File: src/rtl/lp_core_tracker.sv
// rtl/lp_core_tracker.sv - per-core LP occupancy, stall/release and minimum-timestamp tracker
module lp_core_tracker #(
  parameter int NUM_CORE = 4,
  parameter int NUM_LP   = 8,
  parameter int TIME_WID = 16,
  parameter int HIST_WID = 4,
  parameter int MSG_WID  = 32
) (
  input  logic                         clk,
  input  logic                         reset_n,
  input  logic [MSG_WID-1:0]           send_msg,
  input  logic                         send_vld,
  input  logic [$clog2(NUM_CORE)-1:0]  send_core,
  input  logic [MSG_WID-1:0]           rcv_msg,
  input  logic                         rcv_vld,
  input  logic [$clog2(NUM_CORE)-1:0]  rcv_core,
  output logic [NUM_CORE-1:0]          stall,
  output logic [NUM_CORE-1:0]          core_active,
  output logic [HIST_WID*NUM_CORE-1:0] core_hist_cnt,
  output logic [TIME_WID-1:0]          min_time,
  output logic                         min_time_vld,
  output logic [$clog2(NUM_CORE):0]    active_cnt,
  output logic                         protocol_err
);
  localparam int CW  = $clog2(NUM_CORE);
  localparam int LW  = $clog2(NUM_LP);
  localparam int NLP = 1 << LW;

  logic [LW-1:0]       lp_q    [NUM_CORE];
  logic [TIME_WID-1:0] time_q  [NUM_CORE];
  logic [HIST_WID-1:0] hist_q  [NUM_CORE];
  logic [HIST_WID-1:0] lp_hist [NLP];

  logic [LW-1:0]       lp_n    [NUM_CORE];
  logic [TIME_WID-1:0] time_n  [NUM_CORE];
  logic [HIST_WID-1:0] hist_n  [NUM_CORE];
  logic [NUM_CORE-1:0] act_n, stall_n;
  logic [TIME_WID-1:0] mt_n, best_time;
  logic                mv_n, rcv_ok, send_ok, err_n, rel_found, snd_stall;
  logic [CW-1:0]       rel_idx;
  logic [CW:0]         cnt_n;

  wire [TIME_WID-1:0] send_time = send_msg[TIME_WID-1:0];
  wire [LW-1:0]       send_lp   = send_msg[TIME_WID +: LW];
  wire [HIST_WID-1:0] rcv_hist  = rcv_msg[MSG_WID-1 -: HIST_WID];
  wire [LW-1:0]       rcv_lp    = lp_q[rcv_core];
  wire                unused_msg_bits = ^{send_msg, rcv_msg};

  always_comb begin
    act_n     = core_active;
    stall_n   = stall;
    lp_n      = lp_q;
    time_n    = time_q;
    hist_n    = hist_q;
    rel_found = 1'b0;
    rel_idx   = '0;
    best_time = '0;
    snd_stall = 1'b0;
    mt_n      = '0;
    mv_n      = 1'b0;
    cnt_n     = '0;

    rcv_ok = rcv_vld && core_active[rcv_core];
    // Release candidates come from the registered stall vector, so a core sent this cycle never qualifies.
    for (int p = 0; p < NUM_CORE; p++) begin
      if (rcv_ok && CW'(p) != rcv_core && core_active[p] && stall[p] && lp_q[p] == rcv_lp &&
          (!rel_found || time_q[p] < best_time)) begin
        rel_found = 1'b1;
        rel_idx   = CW'(p);
        best_time = time_q[p];
      end
    end
    if (rcv_ok) begin
      act_n[rcv_core]   = 1'b0;
      stall_n[rcv_core] = 1'b0;
    end
    if (rel_found) begin
      stall_n[rel_idx] = 1'b0;
      hist_n[rel_idx]  = rcv_hist;
    end

    send_ok = send_vld && !act_n[send_core];
    for (int p = 0; p < NUM_CORE; p++) begin
      if (CW'(p) != send_core && act_n[p] && lp_q[p] == send_lp) snd_stall = 1'b1;
    end
    if (send_ok) begin
      act_n[send_core]   = 1'b1;
      stall_n[send_core] = snd_stall;
      lp_n[send_core]    = send_lp;
      time_n[send_core]  = send_time;
      hist_n[send_core]  = (rcv_ok && rcv_lp == send_lp) ? rcv_hist : lp_hist[send_lp];
    end

    err_n = protocol_err || (rcv_vld && !rcv_ok) || (send_vld && !send_ok);

    for (int p = 0; p < NUM_CORE; p++) begin
      if (act_n[p] && (!mv_n || time_n[p] < mt_n)) begin
        mv_n = 1'b1;
        mt_n = time_n[p];
      end
      cnt_n = cnt_n + {{CW{1'b0}}, act_n[p]};
    end
  end

  always_ff @(posedge clk) begin
    if (!reset_n) begin
      core_active  <= '0;
      stall        <= '0;
      min_time     <= '0;
      min_time_vld <= 1'b0;
      active_cnt   <= '0;
      protocol_err <= 1'b0;
      for (int p = 0; p < NUM_CORE; p++) begin
        lp_q[p]   <= '0;
        time_q[p] <= '0;
        hist_q[p] <= '0;
      end
      for (int l = 0; l < NLP; l++) lp_hist[l] <= '0;
    end else begin
      core_active  <= act_n;
      stall        <= stall_n;
      min_time     <= mt_n;
      min_time_vld <= mv_n;
      active_cnt   <= cnt_n;
      protocol_err <= err_n;
      lp_q         <= lp_n;
      time_q       <= time_n;
      hist_q       <= hist_n;
      if (rcv_ok) lp_hist[rcv_lp] <= rcv_hist;
    end
  end

  always_comb begin
    for (int p = 0; p < NUM_CORE; p++) core_hist_cnt[p*HIST_WID +: HIST_WID] = hist_q[p];
  end
endmodule

File: config.mk
export PLATFORM = sky130hd
export DESIGN_NAME = lp_core_tracker
export DESIGN_NICKNAME = d
export VERILOG_FILES = /design/src/rtl/lp_core_tracker.sv
export SDC_FILE = /design/constraint.sdc
export NUM_CORES = 1
export LEC_CHECK = 0
export CORE_AREA = 2 2 151 153
export DETAILED_ROUTE_END_ITERATION = 8
export DIE_AREA = 0 0 153 155
export PLACE_DENSITY = 0.8
export SLEW_MARGIN = 20
export SYNTH_ARGS = -nofsm -noshare
export SYNTH_HDL_FRONTEND = slang
export SYNTH_SLANG_ARGS = --single-unit
File: constraint.sdc
create_clock -name clk -period 30.2 [get_ports clk]
set_clock_uncertainty 0.1 [all_clocks]
set_input_delay 9.06 -clock clk [delete_from_list [all_inputs] [get_ports clk]]
set_output_delay 9.06 -clock clk [all_outputs]
set_load 0.005 [all_outputs]
[After elaboration in Yosys (flattened, before gate mapping)]
Memory sizes are Yosys's and may differ from the RTL's.
Index checks and enable logic that the tools add are counted.
Storage, ports and cells
  flip-flop bits (word level): 121
  output and inout bits: 45
  bits of input ports: 72
  memories kept: 1
  memory bits (writable): 32
Memory list
  lp_hist: depth 8, bits a word 4, read ports 1, clocked after Yosys merged registers in 0, wr ports 8, RTL line 32  | logic [HIST_WID-1:0] lp_hist [NLP];
Operators by class
  $lt $le $gt $ge: 17
  equal/unequal tests: 15
  reductions and logical operators: 60
  bitwise logic cells: 9
  add/sub/neg operators: 3
  multiplexer cells: 64
Operators with widths (number)
  $mux W16: 10
  $lt A16 B16 Y1: 6
  $bwmux W64: 1
  $mux W64: 1
  $logic_and A1 B1 Y1: 40
  $mux W4: 9
  $bwmux W16: 2
  $demux W16 S2: 1
  $eq A3 B3 Y1: 9
  $mux W1: 23
  $demux W4 S2: 2
  $and A4 B4 Y4: 3
  $bwmux W12: 1
  $mux W3: 4
  $ge A3 B3 Y1 const B: 3
  $logic_not A1 Y1: 9
  $lt A2 B3 Y1 const B: 3
  $not A2 Y3: 3
  $logic_or A1 B1 Y1: 8
  $ne A2 B2 Y1 const A: 4
  $not A4 Y4: 2
  $bmux W3 S2: 1
  $demux W1 S2: 3
  $demux W3 S2: 1
  12 further kinds: 19

[Logic depth before layout (Yosys ltp)]
  depth after elaboration: 29
  mapped depth: 40
  mapped depth without buffers: 34

[Worst setup path after synthesis]
Ideal clock, no wire load.
  path kind: input-to-reg
  start point: input rcv_core[0]
  end point: register stall[2]
  arrival time: 16.377 ns
  slack: 13.653 ns
  stages on the path: 39
  buffers on the path: 6
  setup time: 0.070 ns
  required time: 30.030 ns
  cells stage by stage: buf_4 or2b_1 o22ai_1 nand3_1 a21oi_1 buf_2 buf_1 nand2_1 ha_1 a211oi_1 nand2_1 o311ai_0 nand3_1 a21oi_1 clkbuf_1 a21oi_1 ha_1 a21oi_1 (+3 left out) o211a_1 o21a_1 nand2_1 buf_1 nor2_1 a21o_1 ha_1 a21o_1 a21o_1 a21oi_1 o21ai_0 o32a_1 o21ai_0 a21oi_1 o21ba_2 buf_2 or3_1 a21oi_1
On the way
  cells in the longest elaborated chain, start to end: 29
RTL lines
  start: declaration: RTL line 16  | input logic [$clog2(NUM_CORE)-1:0] rcv_core,
  parallel branches: the longest is 28 deep, another holds $lt A16 B16 Y1
  $mux W4 (*): RTL line 86  | if (send_ok) begin
  end signal: assignment: RTL line 121  | stall <= stall_n;
  end: declaration: RTL line 17  | output logic [NUM_CORE-1:0] stall,
Every way passes the cells marked *. The select of a mux whose other input is x is not followed.
A chain may end at the register's enable or synchronous reset.

[Worst setup path after layout]
  start point: input rcv_core[1]
  end point: register min_time[13]
On the way
  cells in the longest elaborated chain, start to end: 25
RTL lines
  $lt A2 B3 Y1 (implied by the code) or $ge A2 B1 Y1 (tied branches): RTL line 74  | act_n[rcv_core] = 1'b0;
  $logic_and A1 B1 Y1 (implied by the code): RTL line 74
  $mux W1 (implied by the code): RTL line 74
  $demux W1 S2: RTL line 74
  $not A4 Y4 (no line)
  $and A4 B4 Y4 (no line)
  $mux W4 (*): RTL line 73  | if (rcv_ok) begin
  $bmux W1 S2: RTL line 82  | send_ok = send_vld && !act_n[send_core];
  (+9 left out)
  $lt A16 B16 Y1 or $logic_not A1 Y1 (tied branches): RTL line 97  | if (act_n[p] && (!mv_n || time_n[p] < mt_n)) begin
  $logic_or A1 B1 Y1: RTL line 97
  $logic_and A1 B1 Y1: RTL line 97
  $mux W16 or $mux W1 (tied branches): RTL line 97
  $lt A16 B16 Y1 or $logic_not A1 Y1 (tied branches): RTL line 97
  $logic_or A1 B1 Y1: RTL line 97
  $logic_and A1 B1 Y1: RTL line 97
  $mux W16 (*): RTL line 97
  end signal: assignment: RTL line 122  | min_time <= mt_n;
  end: declaration: RTL line 20  | output logic [TIME_WID-1:0] min_time,
Every way passes the cells marked *; elsewhere a longest branch is shown, timed or not. The select of a mux whose other input is x is not followed.

==> impl_results.md <==
- Hold/Removal Path Class: reg -> reg
- Fillers: 1971
- Ys Warns: 0
- Req. time, crit path: 30.44 ns
- Post-CTS Resized: 0
- CP Data Arrival Time: 19.27 ns
- Worst R2R Setup Slack: 20.78 ns
- Largest net degree at the start of global routing: 77
- Placer Congestion: 0.9049
- RSZ-0062 raised after global routing: false
- Clock root buffer: clkbuf_16
- CP startpoint: rcv_core[1]
- Mux contribution to synthesized area: 0.1234
- Placed Cells: 1507
- CP max stage delay: 0.96 ns
- Pwr/cell area: 46.12 nW/um^2
- Slowest CP cell: o31ai_4
- Crit path depth: 29
- Slew headroom: 0.2891
- Commonest register cell after synthesis: dfxtp_1
- Syn_nets: 1372
- Row cnt: 55
- Number of max-cap violations: 0
- Pleak: 5.271 nW
- CTS Hold Bufs: 0
- Final critical-path share of the clock period: 0.6303
- Initial antenna violation count: 0
- Remaining antenna violation count: 0
- Post-Layout Cell Count: 1539
- Clock Latency Late Sink: 0.44 ns
- Die footprint: 23720 um^2
- Worst R2R Start: core_active[0]$_SDFF_PN0_
- Post-synth EDFFs: 32
- # clock sinks: 153
- Vias/cell: 5.860
- Syn_area_per_cell: 8.461 um^2
- F_max: 52.54 MHz
- First-pass GRT wire length: 45.57 mm
- GRT Residual Overflow: 0
- H-tree depth: 4
- Synth Area in Compound Gates: 0.1532
- Most common cell after layout, fill and taps aside: nand2_1
- Post-Syn Area: 10200 um^2
- CORE AREA: 22230 um^2
- DR vias: 9018
- Drt drc: 0
- Async S/R FF share, synth: 0
- Post-CTS repair timing setup buffer count: 0
- Status: completed
- DR pass1 iterations: 5
- Layout cells sized above 1: 0.07337
- Initial DRC count: 879
- Endpoints failing setup: 0
- RR Endpoint: core_hist_cnt[12]$_SDFF_PN0_
- Post-synth cell types: 73
- Family with the most delay on the worst path: simple AND/OR/NAND/NOR gates
- Simple-gate share of the synthesized area: 0.1952
- Largest family of logic cells by synthesized area: simple AND/OR/NAND/NOR gates
- Initial core utilization: 0.4590
- Fin. Hold Viols: 0
- Post-synthesis sequential area ratio: 0.3316
- Peak VDD IR: 0.04064 mV
- Die X: 153 um
- Crit Path Class: in -> reg
- Mapped Cells: 1206
- Synth Register Bits: 153
- DR WL/cell: 18.51 um
- Least-Margin Pin Slew: 1.064 ns
- Area Overhead vs Synth: 14.74%
- Number of global-route vias before repair: 8765
- Inserted Diodes: 0
- Startpoint Class: primary input
- Dpl hpwl: 20.79 mm
- Worst R2R Path Depth: 36
- CTS Buf Count: 17
- IO Pins: 117
- Max FO, Critical Path: 22
- Post-Route WL: 28.48 mm
- WP buf/inv: 2
- Fin crit period: 19.03 ns
- Setup TNS: 0 ns
- Total global-route track usage: 0.2398
- Final nets: 1407
- Port Buffers: 75
- CTS tree: built
- Commonest cells after routing, fill and taps aside: 187 x nand2_1, 121 x dfxtp_1, 118 x nor2_1, 98 x a21oi_1, 93 x ha_1
- Worst setup EP type: register
- Clk slew on worst S/H paths: 0.07 ns
- End of the critical path: min_time[13]$_SDFF_PN0_
- Post-Synth XOR/XNOR Area: 0.02661
- Synth Area in Adders: 0.1160
- Clock Tree Buf Depth: 2
- Die Ht: 155 um
- Fin. max-slew vios: 0
-- power breakdown --
part	internal (mW)	total (mW)	switching, mW
Combinational	0.0434	0.103	0.0592
Clock	0.112	0.214	0.102
Sequential	0.217	0.223	0.00613
-- worst min-delay path by stage --
| stage | from | end | slack [ns] | cells after the start |
|---|---|---|---|---|
| after global placement | time_q[56]$_SDFF_PN0_ | time_q[56]$_SDFF_PN0_ | 0.36 | 2 |
| final | time_q[58]$_SDFF_PN0_ | time_q[58]$_SDFF_PN0_ | 0.38 | 2 |
| after CTS | time_q[51]$_SDFF_PN0_ | time_q[51]$_SDFF_PN0_ | 0.37 | 2 |
| after global routing | time_q[51]$_SDFF_PN0_ | time_q[51]$_SDFF_PN0_ | 0.39 | 2 |
| after floorplan | time_q[49]$_SDFF_PN0_ | time_q[49]$_SDFF_PN0_ | 0.35 | 2 |
| after detailed placement | time_q[51]$_SDFF_PN0_ | time_q[51]$_SDFF_PN0_ | 0.36 | 2 |
-- cell usage after synthesis (3+ instances only) --
| library cell | n | area share |
|---|---|---|
| nand2_1 | 188 | 0.069 |
| dfxtp_1 | 121 | 0.24 |
| nor2_1 | 119 | 0.044 |
| a21oi_1 | 100 | 0.049 |
| ha_1 | 93 | 0.11 |
| mux2i_1 | 79 | 0.077 |
| inv_1 | 66 | 0.024 |
| clkbuf_1 | 47 | 0.017 |
| o21ai_0 | 46 | 0.023 |
| a21o_1 | 35 | 0.026 |
| and2_1 | 35 | 0.021 |
| edfxtp_1 | 32 | 0.094 |
| nand4_1 | 24 | 0.015 |
| xnor2_1 | 20 | 0.017 |
| and3_1 | 17 | 0.010 |
| nand3_1 | 16 | 0.0078 |
| mux2_2 | 15 | 0.017 |
| a211oi_1 | 12 | 0.0088 |
| mux4_2 | 12 | 0.026 |
| nor2b_1 | 12 | 0.0074 |
| buf_1 | 11 | 0.0040 |
| xor2_1 | 11 | 0.0094 |
| buf_2 | 5 | 0.0025 |
| nor3_1 | 5 | 0.0025 |
| nor4_1 | 5 | 0.0031 |
| a211o_1 | 4 | 0.0034 |
| buf_6 | 4 | 0.0044 |
| nand2b_1 | 4 | 0.0025 |
| o21a_1 | 4 | 0.0029 |
| o22ai_1 | 4 | 0.0025 |
| and4_1 | 3 | 0.0026 |
| o2111ai_1 | 3 | 0.0026 |
| o211ai_1 | 3 | 0.0022 |
| o31ai_2 | 3 | 0.0037 |
| or3_1 | 3 | 0.0018 |
-- layer usage --
layer  vias up  global-route usage  share of wire
met4         0              0.1058          0.037
met2       394              0.3948           0.46
met5         -                   0              0
met1      4256              0.3130           0.43
li1       4302                   -              -
met3        66             0.03816          0.072
-- tightest hold or removal path: stages (launching register included) --
cell     delay [ns]
dfxtp_1        0.32
nand2_1        0.05
a21oi_1        0.05
-- kinds of logic after synthesis --
kind of cell	after synthesis
simple gates	441
buf+inv	136
xor+xnor	31
flops	153
fa+ha+maj	94
compound gates	243
mux	108
-- metrics by stage --
stage / total power [mW] / hold slack, ns / setup WS (ns) / util / cell area, um^2
final: 0.5400 / 0.3752 / 11.17 / 0.5267 / 11710
after CTS: 0.5391 / 0.3741 / 11.26 / 0.5266 / 11710
after floorplan: 0.2934 / 0.3498 / 13.65 / - / 10200
after detailed placement: 0.3279 / 0.3636 / 10.79 / 0.5001 / 11120
after global routing: 0.5594 / 0.3910 / 10.65 / 0.5267 / 11710
after global placement: 0.3247 / 0.3571 / 10.95 / 0.5001 / 11120
-- cell type report --
cell class,count,area [um^2],area share
clock buffers,17,425.4,0.03634
inverters,67,251.5,0.02148
well taps,285,356.6,0.03046
clock inverters,15,162.7,0.01389
repair buffers,85,825.8,0.07054
multi-input cells,917,6302,0.5383
flip-flops and latches,153,3383,0.2890
-- registers in the layout (all words and copies together), names as in the netlist --
register and count:
core_hist_cnt 16, min_time 16, time_q 64, core_active 4, min_time_vld 1, stall 4
lp_q 12, lp_hist 32, protocol_err 1, active_cnt 3
Power figures use the tool's default switching activity.
==> RTL change 1: new RTL, config.mk and constraints unchanged <==
Change the parameter `NUM_LP` from 8 to 16.
--- a/src/rtl/lp_core_tracker.sv
+++ b/src/rtl/lp_core_tracker.sv
@@ -3,3 +3,3 @@
   parameter int NUM_CORE = 4,
-  parameter int NUM_LP   = 8,
+  parameter int NUM_LP   = 16,
   parameter int TIME_WID = 16,
Formal check against the unedited RTL: not equivalent (a bounded check fails within 4 cycles, from zero or initial values and one cycle with reset_n low).
==> RTL change 1 against the original RTL <==
Synthesized cell count rose by 12%; synthesized area rose by 19%; final area rose by 17%; sequential cell count rose by 36; global-route usage rose by 3.5 points; routed wire length rose by 16%; utilization rose by 8.7 points; combinational power rose by 15%; via count rose by 13%; die area did not move; power rose by 17%; worst setup slack got worse by 0.14 ns.
==> RTL change 1: results (changes against the original RTL) <==
| Metric | Value |
|---|---|
| Status | `complete, no violations` |
| CP arrival | `19.41 ns (+0.14 ns)` |
| CP endpoint | `min_time[1]` |
| Leak pwr | `5.937 nW (+13%)` |
| Hold Startpoint | `time_q[60]` |
| Switch Pwr | `195.8 uW (+17%)` |
| Syn Nets | `1513 (+10%)` |
| Layout cells sized above 1 | `7.732% (+0.40 points)` |
| Worst slew margin | `28.20% (-0.71 points)` |
| R2r startpoint | `core_active[1]` |
| Dominant cells by area after synthesis | `dfxtp_1, edfxtp_1, ha_1` |
| Worst vdd rail ir drop | `0.00003446 V (-15%)` |
| Port Buffer Count | `76 (+1.3%)` |
| First DRT Iteration DRCs | `884 (+0.57%)` |
| Worst reg2reg path endpoint | `core_hist_cnt[15]` |
| Reg power frac | `44.1% (+2.8 points)` |
| Min Hold Slack | `0.3761 ns (+0.0009030 ns)` |
| Min-Delay Endpoint | `time_q[60]` |
| Crit-path slowest cell | `clkdlybuf4s50_1` |
| Largest regs | `lp_hist (64), time_q (64)` |
| Max incr delay on CP | `0.94 ns (-0.02 ns)` |
| Unique masters post-synth | `71 (-2.7%)` |
| Nets@finish | `1524 (+8.3%)` |
| WL/cell | `19.90 um (+7.5%)` |
| Logic pwr share | `18.6% (-0.4 points)` |
## RTL change 1: cell types whose count changed after synthesis, sizes merged, moves of 16 or more
cell and delta:
and2 +67, mux2i -36, inv -35, edfxtp +32, clkbuf +27, a21o +24
nor2 -22, o21ai +20, xor2 +17, a22oi +16
## RTL change 1: cells by family (layout without fill, tap and decap cells)
kind of cell | count (synthesis) | count (layout) | synth area share (%)
DFF | 189 | 189 | 36.29
adders and majority gates | 94 | 94 | 9.709
AOI/OAI and AO/OA | 306 | 306 | 16.27
and+or+nand+nor | 494 | 494 | 19.87
muxes | 91 | 91 | 10.48
xor gates and xnor gates | 43 | 43 | 3.089
buffers and inverters | 130 | 154 | 4.300
## RTL change 1: area by class of cell
type | instances | area [um2] | share of cell area, %
multi-input cells | 1028 | 7266 | 53.23
inverters | 32 | 120.1 | 0.8799
clock buffers | 17 | 425.4 | 3.116
repair buffers | 90 | 860.8 | 6.306
clock inverters | 15 | 197.7 | 1.448
flip-flops and latches | 189 | 4424 | 32.41
well taps | 285 | 356.6 | 2.612
## RTL change 1: metal layers
metal	vias up	track usage [%]	share of wire [%]
met5	-	0	0
met4	0	9.171	2.8
met3	69	5.042	8.3
met2	454	44.10	46
met1	4872	37.78	43
li1	4819	-	-
## RTL change 1: through the flow
step | total power [mW] | cell area [um2] | std cells | setup slack, ns
after CTS | 0.6334 | 13650 | 1656 | 11.14
after floorplan | 0.3601 | 12190 | 1347 | 13.39
after global routing | 0.6559 | 13650 | 1656 | 10.63
after global placement | 0.3966 | 13020 | 1624 | 10.84
after detailed placement | 0.3998 | 13020 | 1624 | 10.74
final | 0.6342 | 13650 | 1656 | 11.03
## RTL change 1: critical path: cells and delay by family
kind	cells	cell delay, ns
fa+ha+maj	3	1.00
mux	2	0.83
compound gates	21	4.42
simple gates	5	2.48
buf+inv	3	1.58
==> RTL change 2: new RTL, same flow settings <==
Made on the original files. Make the reset (`reset_n`) asynchronous in one clocked block.
--- a/src/rtl/lp_core_tracker.sv
+++ b/src/rtl/lp_core_tracker.sv
@@ -104,3 +104,3 @@
 
-  always_ff @(posedge clk) begin
+  always_ff @(posedge clk or negedge reset_n) begin
     if (!reset_n) begin
Behaviour: differs if reset_n is asserted again (counterexample within 4 cycles, from zero or initial values and one cycle with reset_n low); with reset_n held inactive, the same outputs for 4 cycles.
==> RTL change 2 against the original RTL <==
Worst setup slack got worse by 0.78 ns; final area rose by 1.6%; sequential cell count unchanged; synthesized area up 1.3%; critical path depth grew 5; routed wire length fell by 3.8%; critical path type unchanged; highest routed layer unchanged.
Power is not compared: it rests on default switching activity, and its combinational part moved more than twofold at a synthesized area within 25%.
==> RTL change 2: results (changes against the original RTL) <==
| Metric | Value |
|---|---|
| First DRT Iteration DRCs | `779 (-11%)` |
| Largest regs | `time_q (64), lp_hist (32)` |
| Global-route wire length before repair | `43.33 mm (-4.9%)` |
| Hold path cells | `1 (-1)` |
| Hold Startpoint | `protocol_err` |
| # Post-CTS Setup Buffers | `0 (unchanged)` |
| CTS root buffer | `clkbuf_16` |
| Crit-path slowest cell | `nor2_2` |
| R2r startpoint | `core_active[0]` |
| Largest net degree at the start of global routing | `88 (+14%)` |
| Clock transition at the registers of the reported paths | `0.07 ns (about the same)` |
| Critical Path Source | `rcv_core[0]` |
| CP Max Fanout | `33 (+50%)` |
| Drt total wl | `27.41 mm (-3.8%)` |
| Status | `complete, no violations` |
| Worst slew margin | `20.44% (-8.5 points)` |
| Nets@finish | `1276 (-9.3%)` |
| Met3 usage | `4.373% (+0.56 points)` |
| Layout cells sized above 1 | `12.47% (+5.1 points)` |
| CP arrival | `20.00 ns (+0.73 ns)` |
| Dominant cells by area after synthesis | `dfrtp_1, ha_1, mux2i_1` |
| FF-to-FF setup slack | `19.24 ns (-1.54 ns)` |
| Vias after detailed routing | `8437 (-6.4%)` |
| Initial antenna violation count | `0 (unchanged)` |
| Min Hold Slack | `0.3867 ns (+0.01150 ns)` |
| Clock Path Buffers | `2 (unchanged)` |
| GP Congestion | `0.8890 (-1.8%)` |
| Unique masters post-synth | `71 (-2.7%)` |
| Met1 GRT Util | `30.50% (-0.80 points)` |
| Min-Delay Endpoint | `protocol_err` |
| Vias in the first global route | `8129 (-7.3%)` |
| Synth top cells by count | `dfrtp_1, nand2_1, ha_1` |
| Gr usage total | `23.07% (-0.91 points)` |
| Register area share after synthesis | `37.05% (+3.9 points)` |
| Register-to-Register Path Depth | `32 (-11%)` |
| Syn Nets | `1226 (-11%)` |
| Max incr delay on CP | `0.83 ns (-0.13 ns)` |
| Post-synth ARST share | `100.0% (+100 points)` |
| Worst reg2reg path endpoint | `core_hist_cnt[3]` |
| Grt met2 use | `38.22% (-1.3 points)` |
| YS warnings | `0 (unchanged)` |
| DRT Pass-1 Iters | `6 (+1)` |
| Hpwl dp | `19.84 mm (-4.6%)` |
| Dpl ws | `10.26 ns (-0.5290 ns)` |
RTL change 2: cell count changes after synthesis, sizes merged, moves of 40 or more:
cell / before / now
a21oi: 102 / 51
dfrtp: 0 / 153
dfxtp: 121 / 0
mux2: 16 / 69
nand2: 189 / 149
nor2: 119 / 55
RTL change 2: kinds of logic (layout without fill, tap and decap cells):
logic type	Yosys count	after routing	synth area share, %
buffers and inverters	106	169	4.129
and+or+nand+nor	291	291	12.86
adders and majority gates	94	94	11.46
xor gates and xnor gates	33	33	2.797
DFF	153	153	37.05
AOI/OAI and AO/OA	226	226	14.45
muxes	157	157	17.26
RTL change 2: area by class of cell:
| type | instances | area [um2] |
|---|---|---|
| Clock buffer | 17 | 425.4 |
| Fill cell | 1915 | 10330 |
| Clock inverter | 15 | 168.9 |
| Timing Repair Buffer | 87 | 842.1 |
| Tap cell | 285 | 356.6 |
| Inverter | 50 | 187.7 |
| Sequential cell | 153 | 3829 |
| Multi-Input combinational cell | 801 | 6088 |
RTL change 2: how the worst max path moves through the flow:
stage	endpoint	slack (ns)	depth (start not counted)
after floorplan	core_hist_cnt[4]	13.51	37
after global placement	core_hist_cnt[1]	10.50	36
after detailed placement	core_hist_cnt[1]	10.26	36
after CTS	core_hist_cnt[1]	10.67	36
after global routing	core_hist_cnt[3]	9.78	34
final	core_hist_cnt[3]	10.38	34
RTL change 2: critical path, delay by kind of cell:
| kind | cells | cell delay, ns |
|---|---|---|
| compound gates | 17 | 5.25 |
| fa+ha+maj | 3 | 0.89 |
| mux | 3 | 0.62 |
| buf+inv | 3 | 1.13 |
| simple gates | 8 | 2.98 |
RTL change 2: power by group:
part	internal [mW]	switching, mW
Combinational	0.221	0.237
Clock	0.118	0.101
Sequential	0.280	0.0527
Total	0.619	0.391
RTL change 2: per-stage QoR:
step / std cells / area (um2) / utilization, %
after floorplan: 1060 / 10330 / -
after detailed placement: 1376 / 11300 / 50.85
after CTS: 1408 / 11900 / 53.53
after global routing: 1408 / 11900 / 53.53
final: 1408 / 11900 / 53.53
after global placement: 1376 / 11300 / 50.85
RTL change 2: per-layer routing:
| layer | vias up | part of all wire (%) |
|---|---|---|
| li1 | 3929 | - |
| met1 | 4125 | 43 |
| met2 | 333 | 48 |
| met3 | 50 | 6.5 |
| met4 | 0 | 2.4 |
| met5 | - | 0 |
